--- config.mk ---
export PLATFORM = sky130hd
export DESIGN_NAME = assoc_cache_ctrl_flat
export DESIGN_NICKNAME = d
export VERILOG_FILES = /design/src/rtl/cache_pkg.sv /design/src/rtl/assoc_cache_ctrl_if.sv /design/src/rtl/cache_lru.sv /design/src/rtl/assoc_cache_ctrl.sv /design/src/flat_wrapper.sv
export SDC_FILE = /design/constraint.sdc
export NUM_CORES = 1
export LEC_CHECK = 0
export BUFFER_PORTS_ARGS = -buffer_cell sky130_fd_sc_hd__clkbuf_2
export CAP_MARGIN = 20
export CORE_MARGIN = 2
export CORE_UTILIZATION = 25
export CTS_CLUSTER_DIAMETER = 60
export DETAILED_ROUTE_END_ITERATION = 12
export SKIP_LAST_GASP = 1
export SYNTH_ARGS = -nofsm -noshare
export SYNTH_HDL_FRONTEND = slang
export SYNTH_HIERARCHICAL = 1
export SYNTH_SLANG_ARGS = --single-unit
--- constraint.sdc ---
create_clock -name clk -period 4.5 [get_ports clk]
set_input_delay 0.45 -clock clk [delete_from_list [all_inputs] [get_ports clk]]
set_output_delay 0.45 -clock clk [all_outputs]
set_load 0.1 [all_outputs]
--- src/rtl/cache_pkg.sv ---
// Shared types and address-field helpers for the set-associative cache level.
package cache_pkg;

  typedef enum logic [1:0] {IDLE, LOOKUP, FILL, DONE} state_t;

  // Zero-width fields still need a 1-bit carrier signal.
  function automatic int minW(input int n);
    return (n > 0) ? n : 1;
  endfunction

  function automatic int offBits(input int blockSize, input int returnSize);
    return $clog2(blockSize / returnSize);
  endfunction

  function automatic int setBits(input int size, input int blockSize, input int assoc);
    return $clog2(size / blockSize / assoc);
  endfunction

  function automatic int unsigned fieldOf(input int unsigned value, input int lsb, input int width);
    return (value >> lsb) & ((32'd1 << width) - 32'd1);
  endfunction

endpackage

--- src/rtl/assoc_cache_ctrl_if.sv ---
// Upper/lower-level request bus of one cache level; master is the requester side.
interface assoc_cache_ctrl_if #(
  parameter int ADDR_LENGTH = 10,
  parameter int BLOCK_SIZE  = 32,
  parameter int RETURN_SIZE = 8,
  parameter int STAT_WIDTH  = 16
);
  logic [ADDR_LENGTH-1:0] addr_in;
  logic [BLOCK_SIZE-1:0]  data_in;
  logic                   enable;
  logic                   write;
  logic                   fetchReceive;
  logic [RETURN_SIZE-1:0] data_out;
  logic                   fetchComplete;
  logic                   miss;
  logic [STAT_WIDTH-1:0]  hit_count;
  logic [STAT_WIDTH-1:0]  miss_count;

  modport master (
    output addr_in, data_in, enable, write, fetchReceive,
    input  data_out, fetchComplete, miss, hit_count, miss_count
  );

  modport slave (
    input  addr_in, data_in, enable, write, fetchReceive,
    output data_out, fetchComplete, miss, hit_count, miss_count
  );
endinterface

--- src/rtl/cache_lru.sv ---
// True-LRU age matrix: age 0 is MRU, age WAYS-1 is LRU; ages form a permutation per set.
// Touch updates on the next edge; victim query is combinational from the stored ages.
module cache_lru #(
  parameter int NUM_SETS = 1,
  parameter int WAYS     = 4,
  parameter int SET_W    = 1,
  parameter int WAY_W    = $clog2(WAYS)
) (
  input  logic             clk,
  input  logic             reset,
  input  logic             touchEn,
  input  logic [SET_W-1:0] touchSet,
  input  logic [WAY_W-1:0] touchWay,
  input  logic [SET_W-1:0] querySet,
  output logic [WAY_W-1:0] victimWay
);
  typedef logic [WAY_W-1:0] age_t;

  age_t age [NUM_SETS][WAYS];

  // Cleared to the identity order so ages stay distinct from the first touch.
  always_ff @(posedge clk or negedge reset) begin
    if (!reset) begin
      for (int s = 0; s < NUM_SETS; s++)
        for (int w = 0; w < WAYS; w++)
          age[s][w] <= age_t'(w);
    end else if (touchEn) begin
      for (int w = 0; w < WAYS; w++) begin
        if (age_t'(w) == touchWay)
          age[touchSet][w] <= '0;
        else if (age[touchSet][w] < age[touchSet][touchWay])
          age[touchSet][w] <= age[touchSet][w] + 1'b1;
      end
    end
  end

  always_comb begin
    victimWay = '0;
    for (int w = 0; w < WAYS; w++)
      if (age[querySet][w] == age_t'(WAYS - 1))
        victimWay = age_t'(w);
  end

endmodule

--- src/rtl/assoc_cache_ctrl.sv ---
// N-way set-associative cache level: write-around, true-LRU, saturating hit/miss stats.
// Hit done CACHE_DELAY+1 cycles after accept; a miss holds `miss` until the lower level fills.
module assoc_cache_ctrl
  import cache_pkg::*;
#(
  parameter int SIZE          = 128,
  parameter int ADDR_LENGTH   = 10,
  parameter int BLOCK_SIZE    = 32,
  parameter int RETURN_SIZE   = 8,
  parameter int ASSOCIATIVITY = 4,
  parameter int CACHE_DELAY   = 0,
  parameter int WRITE_POLICY  = 0,
  parameter int STAT_WIDTH    = 16
) (
  input logic               clk,
  input logic               reset,
  assoc_cache_ctrl_if.slave bus
);
  localparam int NUM_SETS = SIZE / BLOCK_SIZE / ASSOCIATIVITY;
  localparam int OFF_BITS = offBits(BLOCK_SIZE, RETURN_SIZE);
  localparam int SET_BITS = setBits(SIZE, BLOCK_SIZE, ASSOCIATIVITY);
  localparam int TAG_BITS = ADDR_LENGTH - OFF_BITS - SET_BITS;
  localparam int OFF_W    = minW(OFF_BITS);
  localparam int SET_W    = minW(SET_BITS);
  localparam int WAY_W    = $clog2(ASSOCIATIVITY);
  localparam int DCNT_W   = minW($clog2(CACHE_DELAY + 1));
  localparam int BIDX_W   = $clog2(BLOCK_SIZE);

  state_t state, nextState;

  logic [ADDR_LENGTH-1:0] addrQ;
  logic                   writeQ;
  logic [BLOCK_SIZE-1:0]  wdataQ;
  logic [DCNT_W-1:0]      delayCnt;
  logic [WAY_W-1:0]       victimQ;
  logic [RETURN_SIZE-1:0] dataOutQ;
  logic [STAT_WIDTH-1:0]  hitCnt;
  logic [STAT_WIDTH-1:0]  missCnt;

  logic [ASSOCIATIVITY-1:0] valid  [NUM_SETS];
  logic [TAG_BITS-1:0]      tags   [NUM_SETS][ASSOCIATIVITY];
  logic [BLOCK_SIZE-1:0]    blocks [NUM_SETS][ASSOCIATIVITY];

  logic [SET_W-1:0]    setQ;
  logic [TAG_BITS-1:0] tagQ;
  logic [OFF_W-1:0]    selQ;
  logic [BIDX_W-1:0]   sliceLsb;

  assign setQ     = SET_W'(fieldOf(32'(addrQ), OFF_BITS, SET_BITS));
  assign tagQ     = TAG_BITS'(fieldOf(32'(addrQ), OFF_BITS + SET_BITS, TAG_BITS));
  assign selQ     = OFF_W'(fieldOf(32'(addrQ), 0, OFF_BITS));
  assign sliceLsb = BIDX_W'(selQ) * BIDX_W'(RETURN_SIZE);

  logic             hit, freeFound;
  logic [WAY_W-1:0] hitWay, freeWay, lruVictim, touchWay;
  logic             lookupDone, fillDone, touchEn;

  always_comb begin
    hit       = 1'b0;
    hitWay    = '0;
    freeFound = 1'b0;
    freeWay   = '0;
    for (int w = 0; w < ASSOCIATIVITY; w++) begin
      if (valid[setQ][w] && tags[setQ][w] == tagQ) begin
        hit    = 1'b1;
        hitWay = WAY_W'(w);
      end
    end
    // Scan downwards so the lowest-index invalid way wins.
    for (int w = ASSOCIATIVITY - 1; w >= 0; w--) begin
      if (!valid[setQ][w]) begin
        freeFound = 1'b1;
        freeWay   = WAY_W'(w);
      end
    end
  end

  assign lookupDone = (state == LOOKUP) && bus.enable && (delayCnt == '0);
  assign fillDone   = (state == FILL) && bus.enable && bus.fetchReceive;
  assign touchEn    = fillDone | (lookupDone & hit & (!writeQ | (WRITE_POLICY == 1)));
  assign touchWay   = fillDone ? victimQ : hitWay;

  cache_lru #(
    .NUM_SETS(NUM_SETS),
    .WAYS    (ASSOCIATIVITY),
    .SET_W   (SET_W),
    .WAY_W   (WAY_W)
  ) u_lru (
    .clk      (clk),
    .reset    (reset),
    .touchEn  (touchEn),
    .touchSet (setQ),
    .touchWay (touchWay),
    .querySet (setQ),
    .victimWay(lruVictim)
  );

  always_ff @(posedge clk or negedge reset) begin
    if (!reset) state <= IDLE;
    else        state <= nextState;
  end

  always_comb begin
    nextState = state;
    case (state)
      IDLE:    if (bus.enable) nextState = LOOKUP;
      LOOKUP: begin
        if (!bus.enable)          nextState = IDLE;
        else if (delayCnt == '0)  nextState = (writeQ || hit) ? DONE : FILL;
      end
      FILL: begin
        if (!bus.enable)           nextState = IDLE;
        else if (bus.fetchReceive) nextState = DONE;
      end
      DONE:    if (!bus.enable) nextState = IDLE;
      default: nextState = IDLE;
    endcase
  end

  always_ff @(posedge clk or negedge reset) begin
    if (!reset) begin
      addrQ    <= '0;
      writeQ   <= 1'b0;
      wdataQ   <= '0;
      delayCnt <= '0;
      victimQ  <= '0;
      dataOutQ <= '0;
      hitCnt   <= '0;
      missCnt  <= '0;
      for (int s = 0; s < NUM_SETS; s++) valid[s] <= '0;
    end else begin
      if (state == IDLE && bus.enable) begin
        addrQ    <= bus.addr_in;
        writeQ   <= bus.write;
        delayCnt <= DCNT_W'(CACHE_DELAY);
        if (bus.write) wdataQ <= bus.data_in;
      end
      if (state == LOOKUP && bus.enable && delayCnt != '0)
        delayCnt <= delayCnt - 1'b1;
      if (lookupDone) begin
        if (!writeQ) begin
          if (hit) begin
            dataOutQ <= blocks[setQ][hitWay][sliceLsb +: RETURN_SIZE];
            if (hitCnt != '1) hitCnt <= hitCnt + STAT_WIDTH'(1);
          end else begin
            victimQ <= freeFound ? freeWay : lruVictim;
            if (missCnt != '1) missCnt <= missCnt + STAT_WIDTH'(1);
          end
        end else if (hit && WRITE_POLICY == 0) begin
          valid[setQ][hitWay] <= 1'b0;
        end
      end
      if (fillDone) begin
        valid[setQ][victimQ] <= 1'b1;
        dataOutQ             <= bus.data_in[sliceLsb +: RETURN_SIZE];
      end
    end
  end

  // Array contents are qualified by valid, so they need no reset.
  always_ff @(posedge clk) begin
    if (lookupDone && writeQ && hit && WRITE_POLICY == 1)
      blocks[setQ][hitWay] <= wdataQ;
    if (fillDone) begin
      blocks[setQ][victimQ] <= bus.data_in;
      tags[setQ][victimQ]   <= tagQ;
    end
  end

  assign bus.data_out      = dataOutQ;
  assign bus.fetchComplete = (state == DONE);
  assign bus.miss          = (state == FILL);
  assign bus.hit_count     = hitCnt;
  assign bus.miss_count    = missCnt;

endmodule

--- src/flat_wrapper.sv ---
// flat-port wrapper written by rule: the top's interface ports become plain ports
module assoc_cache_ctrl_flat import cache_pkg::*;
#(
  parameter int SIZE          = 128,
  parameter int ADDR_LENGTH   = 10,
  parameter int BLOCK_SIZE    = 32,
  parameter int RETURN_SIZE   = 8,
  parameter int ASSOCIATIVITY = 4,
  parameter int CACHE_DELAY   = 0,
  parameter int WRITE_POLICY  = 0,
  parameter int STAT_WIDTH    = 16
)
  (clk, reset, bus_addr_in, bus_data_in, bus_enable, bus_write, bus_fetchReceive, bus_data_out, bus_fetchComplete, bus_miss, bus_hit_count, bus_miss_count);
  assoc_cache_ctrl_if #(.ADDR_LENGTH(ADDR_LENGTH), .BLOCK_SIZE(BLOCK_SIZE), .RETURN_SIZE(RETURN_SIZE), .STAT_WIDTH(STAT_WIDTH)) bus_i ();
  input logic clk;
  input logic reset;
  input wire logic [$bits(bus_i.addr_in)-1:0] bus_addr_in;
  input wire logic [$bits(bus_i.data_in)-1:0] bus_data_in;
  input wire logic [$bits(bus_i.enable)-1:0] bus_enable;
  input wire logic [$bits(bus_i.write)-1:0] bus_write;
  input wire logic [$bits(bus_i.fetchReceive)-1:0] bus_fetchReceive;
  output wire logic [$bits(bus_i.data_out)-1:0] bus_data_out;
  output wire logic [$bits(bus_i.fetchComplete)-1:0] bus_fetchComplete;
  output wire logic [$bits(bus_i.miss)-1:0] bus_miss;
  output wire logic [$bits(bus_i.hit_count)-1:0] bus_hit_count;
  output wire logic [$bits(bus_i.miss_count)-1:0] bus_miss_count;
  assign bus_i.addr_in = bus_addr_in;
  assign bus_i.data_in = bus_data_in;
  assign bus_i.enable = bus_enable;
  assign bus_i.write = bus_write;
  assign bus_i.fetchReceive = bus_fetchReceive;
  assign bus_data_out = bus_i.data_out;
  assign bus_fetchComplete = bus_i.fetchComplete;
  assign bus_miss = bus_i.miss;
  assign bus_hit_count = bus_i.hit_count;
  assign bus_miss_count = bus_i.miss_count;
  assoc_cache_ctrl #(.SIZE(SIZE), .ADDR_LENGTH(ADDR_LENGTH), .BLOCK_SIZE(BLOCK_SIZE), .RETURN_SIZE(RETURN_SIZE), .ASSOCIATIVITY(ASSOCIATIVITY), .CACHE_DELAY(CACHE_DELAY), .WRITE_POLICY(WRITE_POLICY), .STAT_WIDTH(STAT_WIDTH)) u_core (.clk(clk), .reset(reset), .bus(bus_i));
endmodule
* Word-level counts from Yosys, hierarchy flattened
Memory sizes are Yosys's and may differ from the RTL's. Index checks and enable logic that the tools add are counted.
Operators by class: mux-type cells 63, equality and inequality tests 20, reductions and logical operators 25, shift operators 2, bitwise operators 12, $lt $le $gt $ge 12, $add $sub $neg 7
Operators by type and width (number):
- two-way mux 128 bit | 1
- two-way mux 32 bit | 4
- binary-select mux 32 bit (select 2 bit) | 1
- demux 32 bit (select 2 bit) | 1
- variable part select 32 x 6 -> 8 bit | 2
- two-way mux 8 bit | 7
- two-way mux 2 bit | 20
- adder 16 x 1 -> 16 bit, second input constant | 2
- equality test 8 bit | 4
- != test 16 bit, second input constant | 2
- two-way mux 4 bit | 6
- demux 8 bit (select 2 bit) | 1
- two-way mux 1 bit | 16
- logical AND 1 bit | 13
- two-way mux 6 bit | 2
- AND reduction 4 bit | 3
- equality test 2 bit, second input constant | 5
- greater-or-equal comparator 3 bit, second input constant | 3
- NOT 2 -> 3 bit | 3
- adder 2 x 1 -> 2 bit, second input constant | 4
- < comparator 2 bit | 4
- case mux 2 bit (4 select lines) | 1
- < comparator 2 x 3 -> 1 bit, second input constant | 2
- != test 2 bit, second input constant | 3
- other kinds (20) | 31
Word-level totals: RAM bits 160, output and inout bits 42, memories 2, register bits after elaboration 68, input bits 47
Memories:
- u_core.blocks | words 1, width 128, rd ports 1, clocked after Yosys merged registers in 0, wr ports 1, RTL line assoc_cache_ctrl.sv:42 | logic [BLOCK_SIZE-1:0] blocks [NUM_SETS][ASSOCIATIVITY];
- u_core.tags | words 1, width 32, rd ports 1, clocked after Yosys merged registers in 0, wr ports 1, RTL line assoc_cache_ctrl.sv:41 | logic [TAG_BITS-1:0] tags [NUM_SETS][ASSOCIATIVITY];

* Depth between registers and ports, before layout
An unclocked memory read counts as a cell.
depth after elaboration 20, gate-level depth with buffers 16

* Cells and area by module
The synthesis kept the hierarchy.
By module, submodules not included:
- assoc_cache_ctrl | sequential area each 6306.0 µm², area each 9325.2 µm², cells an instance 647, times used 1
- cache_lru | sequential area each 205.2 µm², area each 733.2 µm², cells an instance 78, times used 1

* Worst setup path after synthesis
No wires, ideal clock.
path type reg2reg, start reg u_core.state[1], end mem u_core/blocks[0][100] in the netlist's numbering (enable), period minus slack after synthesis 5.354 ns, data required time 4.011 ns, arrival 4.864 ns, buffers on the path 0, slack -0.854 ns, stages on the path, launching flop included 5, cell sequence dfrtp_1 > inv_1 > nor2_1 > nand3_1 > nor3_1
Between the ends: longest elaborated chain between the ends 5
RTL lines:
- from (decl) | RTL line assoc_cache_ctrl.sv:29 | state_t state, nextState;
- from (signal assigned) | RTL line assoc_cache_ctrl.sv:100 | else state <= nextState;
- equality test 2 bit
- via bus_miss | RTL line flat_wrapper.sv:24 | output wire logic [$bits(bus_i.miss)-1:0] bus_miss;
- logical AND 1 bit (2 in a row) | RTL line assoc_cache_ctrl.sv:79 | assign fillDone = (state == FILL) && bus.enable && bus.fetchReceive;
- two-way mux 1 bit | RTL line assoc_cache_ctrl.sv:164 | if (fillDone) begin
- two-way mux 128 bit (not written as such) | RTL line assoc_cache_ctrl.sv:165 | blocks[setQ][victimQ] <= bus.data_in;
- to (decl) | RTL line assoc_cache_ctrl.sv:42
The timed path passes the listed nets, and every way through them passes these cells.

* Worst setup path after layout
start reg u_core.addrQ[7], end reg u_core/u_lru/age[7] in the netlist's numbering
Between the ends: longest elaborated chain between the ends 13, elaborated cells between the ends (all ways) 27
RTL lines:
- from (decl) | RTL line assoc_cache_ctrl.sv:31 | logic [ADDR_LENGTH-1:0] addrQ;
- from (signal assigned) | RTL line assoc_cache_ctrl.sv:133 | addrQ <= bus.addr_in;
- equality test 8 bit | RTL line assoc_cache_ctrl.sv:64 | if (valid[setQ][w] && tags[setQ][w] == tagQ) begin
- logical AND 1 bit | RTL line assoc_cache_ctrl.sv:64
- two-way mux 1 bit | RTL line assoc_cache_ctrl.sv:64
- two-way mux 2 bit | RTL line assoc_cache_ctrl.sv:64
- two-way mux 2 bit (*) | RTL line assoc_cache_ctrl.sv:64
- two-way mux 2 bit (*) | RTL line assoc_cache_ctrl.sv:81 | assign touchWay = fillDone ? victimQ : hitWay;
- via u_core.touchWay[0] | RTL line assoc_cache_ctrl.sv:55 | logic [WAY_W-1:0] hitWay, freeWay, lruVictim, touchWay;
- NOT 2 -> 3 bit (not written as such) | RTL line cache_lru.sv:31 | else if (age[touchSet][w] < age[touchSet][touchWay])
- binary-select mux 2 bit (select 2 bit) | RTL line cache_lru.sv:31
- two-way mux 2 bit (not written as such) (2 in a row) | RTL line cache_lru.sv:31
- < comparator 2 bit | RTL line cache_lru.sv:31
- two-way mux 8 bit | RTL line cache_lru.sv:31
- two-way mux 8 bit (*) | RTL line cache_lru.sv:29 | if (age_t'(w) == touchWay)
- to (signal, indexed assignment) | RTL line cache_lru.sv:26 | age[s][w] <= age_t'(w);
- to (signal, indexed assignment) | RTL line cache_lru.sv:32 | age[touchSet][w] <= age[touchSet][w] + 1'b1;
- to (decl) | RTL line cache_lru.sv:19 | age_t age [NUM_SETS][WAYS];
The timed path passes the listed nets; every way through them passes the cells marked *. The select of a mux whose other input is x is not followed. A chain may end at the register's enable or synchronous reset.

==> results.py <==
metrics = {
    "route": {
        "vias": 6316,
        "antenna_left": 0,
        "viasPerCell": 4.59,
        "dr.pass1.iters": 5,
        "wl_mm": 25.0,
        "wl_per_cell_um": 18.2,
        "drt-initial-drc-count": 384,
        "drc": 0,
    },
    "sta": {
        "hold_viol_final": 0,
        "rsz0062_at_grt": "no",
        "period_minus_slack_ps": 3860,
        "tightest_slew_ps": 974,
        "holdWs_ps": 107,
        "fin_skew_ps": 38.3,
        "setup_tns_ps": 0,
        "fmax_mhz": 259,
        "maxSlewHeadroom": 0.351,
        "maxSlewViolCount": 0,
        "fin_crit_sh": 0.858,
        "setup_viol": 0,
    },
    "place": {
        "io_buffers": 88,
        "hpwl_mm": 16.1,
        "dp_cells": 1321,
        "gp_congestion": 0.772,
    },
    "clock_network": {
        "cts_resized": 0,
        "clk_latency_ps": 570,
        "cts_buffer_depth": 3,
        "clock-sinks": 228,
        "cts-buffers-inserted": 28,
        "postCtsSetupBuffers": 0,
        "htreeDepth": 1,
        "path_clk_slew_ps": 60,
        "cts-root-buf": "clkbuf_16",
        "cts_tree": "yes",
    },
    "finish": {
        "regArea_sq_mm": 0.00651,
        "area_delta_synth_final_pct": 19.7,
        "diodes": 0,
        "final_cells": 1375,
        "n_fill_cell": 3997,
        "utilization": 0.303,
        "drive_gt1_frac": 0.238,
        "final_nets": 884,
        "multi_input_area_sq_mm": 0.00330,
    },
    "worst_setup_path": {
        "endpoint_kind": "register",
        "critPathMaxStageDelay_ps": 590,
        "cp.arrival_ps": 4300,
        "start_kind": "register",
        "crit_slowest_cell": "mux4_1",
        "cp_max_fo": 19,
        "path_cells": "xor2_1 -> nor4_2 -> and4_4 -> a21oi_1 -> o21ai_0 -> mux4_1 -> inv_1 -> ha_1 -> nor3b_1 -> o211ai_1 -> a22o_1",
        "crit_required_ps": 4940,
        "ff2ff_setup_slack_ps": 640,
        "critPathKind": "reg2reg",
    },
    "yosys": {
        "async_flop_share": 0.298,
        "netlist.area_leader.share": 0.478,
        "ys_seq_area_frac": 0.647,
        "ys_top_cells_by_area": "edfxtp_1, dfrtp_1, xor2_1, xnor2_1, mux2i_1",
        "yosysTopAreaCell": "edfxtp_1",
        "ys_ff_latch": 228,
        "netlist_area_sq_mm": 0.0101,
        "synth_cell_type_count": 72,
        "synth.most_common_cell": "edfxtp_1",
        "synth_top_flop_cell": "edfxtp_1",
        "synthCells": 725,
        "synth_edf_count": 160,
        "avgSynthCellArea_sq_um": 13.9,
        "ys_warn_count": 6,
        "synthTopCellsByCount": "edfxtp_1, dfrtp_1, nor2_1",
    },
    "global_route": {
        "antenna_found_initial": 0,
        "grt_pass1_wl_mm": 38.4,
        "grt_pass1_vias": 6364,
        "grt_max_degree": 69,
        "grt_overflow": 0,
        "grtUsageTotal": 0.120,
    },
    "power": {
        "power_density_mw_per_mm2": 477,
        "power_mw": 5.74,
        "p_leak_nw": 4.63,
        "peakVddDrop_uv": 346,
    },
    "floorplanning": {
        "die_x_um": 205,
        "num_rows": 73,
        "coreArea_sq_mm": 0.0397,
        "die_h_um": 205,
        "die-area_sq_mm": 0.0419,
        "io_pins": 89,
        "initial_core_util": 0.253,
    },
    "hold_path": {
        "hold_path.class": "in2reg",
    },
    "run_status": {
        "status": "finished, final reports clean",
    },
    "job": {
        "drv_cap": 0,
    },
}
## per-layer routing
layer	wire (um)	up-vias	global-route usage
met4	650	0	0.0360
li1	-	2971	-
met3	1490	40	0.0251
met2	11700	172	0.193
met1	11100	3133	0.161
met5	0	-	0
## path summary, 6_finish.rpt
path,from,endpoint,depth (start not counted)
setup reg to reg,u_core/addrQ[7],u_core/u_lru/age[7],11
hold / removal,bus_data_in[14],u_core/blocks[0][110],1
min in group asynchronous,reset,u_core/bus.miss_count[9],2
hold reg to reg,u_core/delayCnt,u_core/delayCnt,1
max in group asynchronous,reset,u_core/u_lru/age[4],3
setup / recovery,u_core/addrQ[7],u_core/u_lru/age[7],11
## flip-flops by register name (all words and copies together), names as in the netlist
register,flops
u_core/victimQ,2
u_core/state,2
u_core/writeQ,1
u_core/valid,4
u_core/tags,32
u_core/bus.data_out,8
u_core/delayCnt,1
u_core/bus.hit_count,16
u_core/bus.miss_count,16
u_core/addrQ,10
u_core/u_lru/age,8
u_core/blocks,128
## power by group
group          total (mW)  internal (mW)  switching (mW)
clock network        2.24           1.33           0.915
logic               0.905          0.272           0.633
registers            2.59           2.40           0.197
## cells in the final DEF (no fill, tap or decap), types with 9 or more instances in the layout
| cell | synthesis | routed |
|---|---|---|
| and3_1 | 16 | 15 |
| clkbuf_2 | 1 | 87 |
| buf_4 | 4 | 17 |
| mux2_2 | 13 | 13 |
| xor2_1 | 29 | 29 |
| inv_1 | 9 | 9 |
| xnor2_1 | 27 | 27 |
| nand2_1 | 36 | 36 |
| o21ai_1 | 13 | 13 |
| nor3_1 | 13 | 12 |
| a211oi_1 | 14 | 14 |
| dfrtp_1 | 64 | 64 |
| a21oi_1 | 38 | 38 |
| ha_1 | 9 | 9 |
| nand4_1 | 11 | 11 |
| mux2i_1 | 20 | 20 |
| clkbuf_16 | 0 | 28 |
| edfxtp_1 | 160 | 160 |
| nor2_1 | 48 | 47 |
| o21ai_0 | 29 | 29 |
| nand3_1 | 18 | 18 |
| o211ai_1 | 16 | 16 |
## metrics by stage
step           setup slack [ps]  instance area (sq um)
6_report                    637                  12000
5_1_grt                     441                  12000
4_1_cts                     657                  12000
3_5_place_dp                648                  11100
3_3_place_gp                760                  11100
2_1_floorplan               120                  10100
## kinds of logic after synthesis
logic type / Yosys count / synth area share
buf+inv: 45 / 0.0274
mux: 43 / 0.0565
compound gates: 155 / 0.102
fa+ha+maj: 9 / 0.0112
xor+xnor: 60 / 0.0552
other cells: 1 / 0.000373
flops: 228 / 0.647
simple gates: 184 / 0.100
## cell type report
type,instances,area share
Sequential cell,228,0.541
Multi-Input combinational cell,455,0.274
Tap cell,525,0.0545
Clock inverter,13,0.0136
Inverter,9,0.00281
Timing Repair Buffer,106,0.0499
Clock buffer,39,0.0641
## critical path, delay by kind of cell, from the launching register on
family | cells | cell delay, ps
simple gates | 3 | 1160
compound gates | 4 | 770
mux | 1 | 590
flops | 1 | 520
fa+ha+maj | 1 | 280
xor+xnor | 1 | 240
buf+inv | 1 | 170
## timing repair
action / CTS / global route
endpoints found under the setup margin: 0 / 0
hold buffers: 0 / 1
hold endpoints to repair: 0 / 10
(Power assumes the default switching activity.)
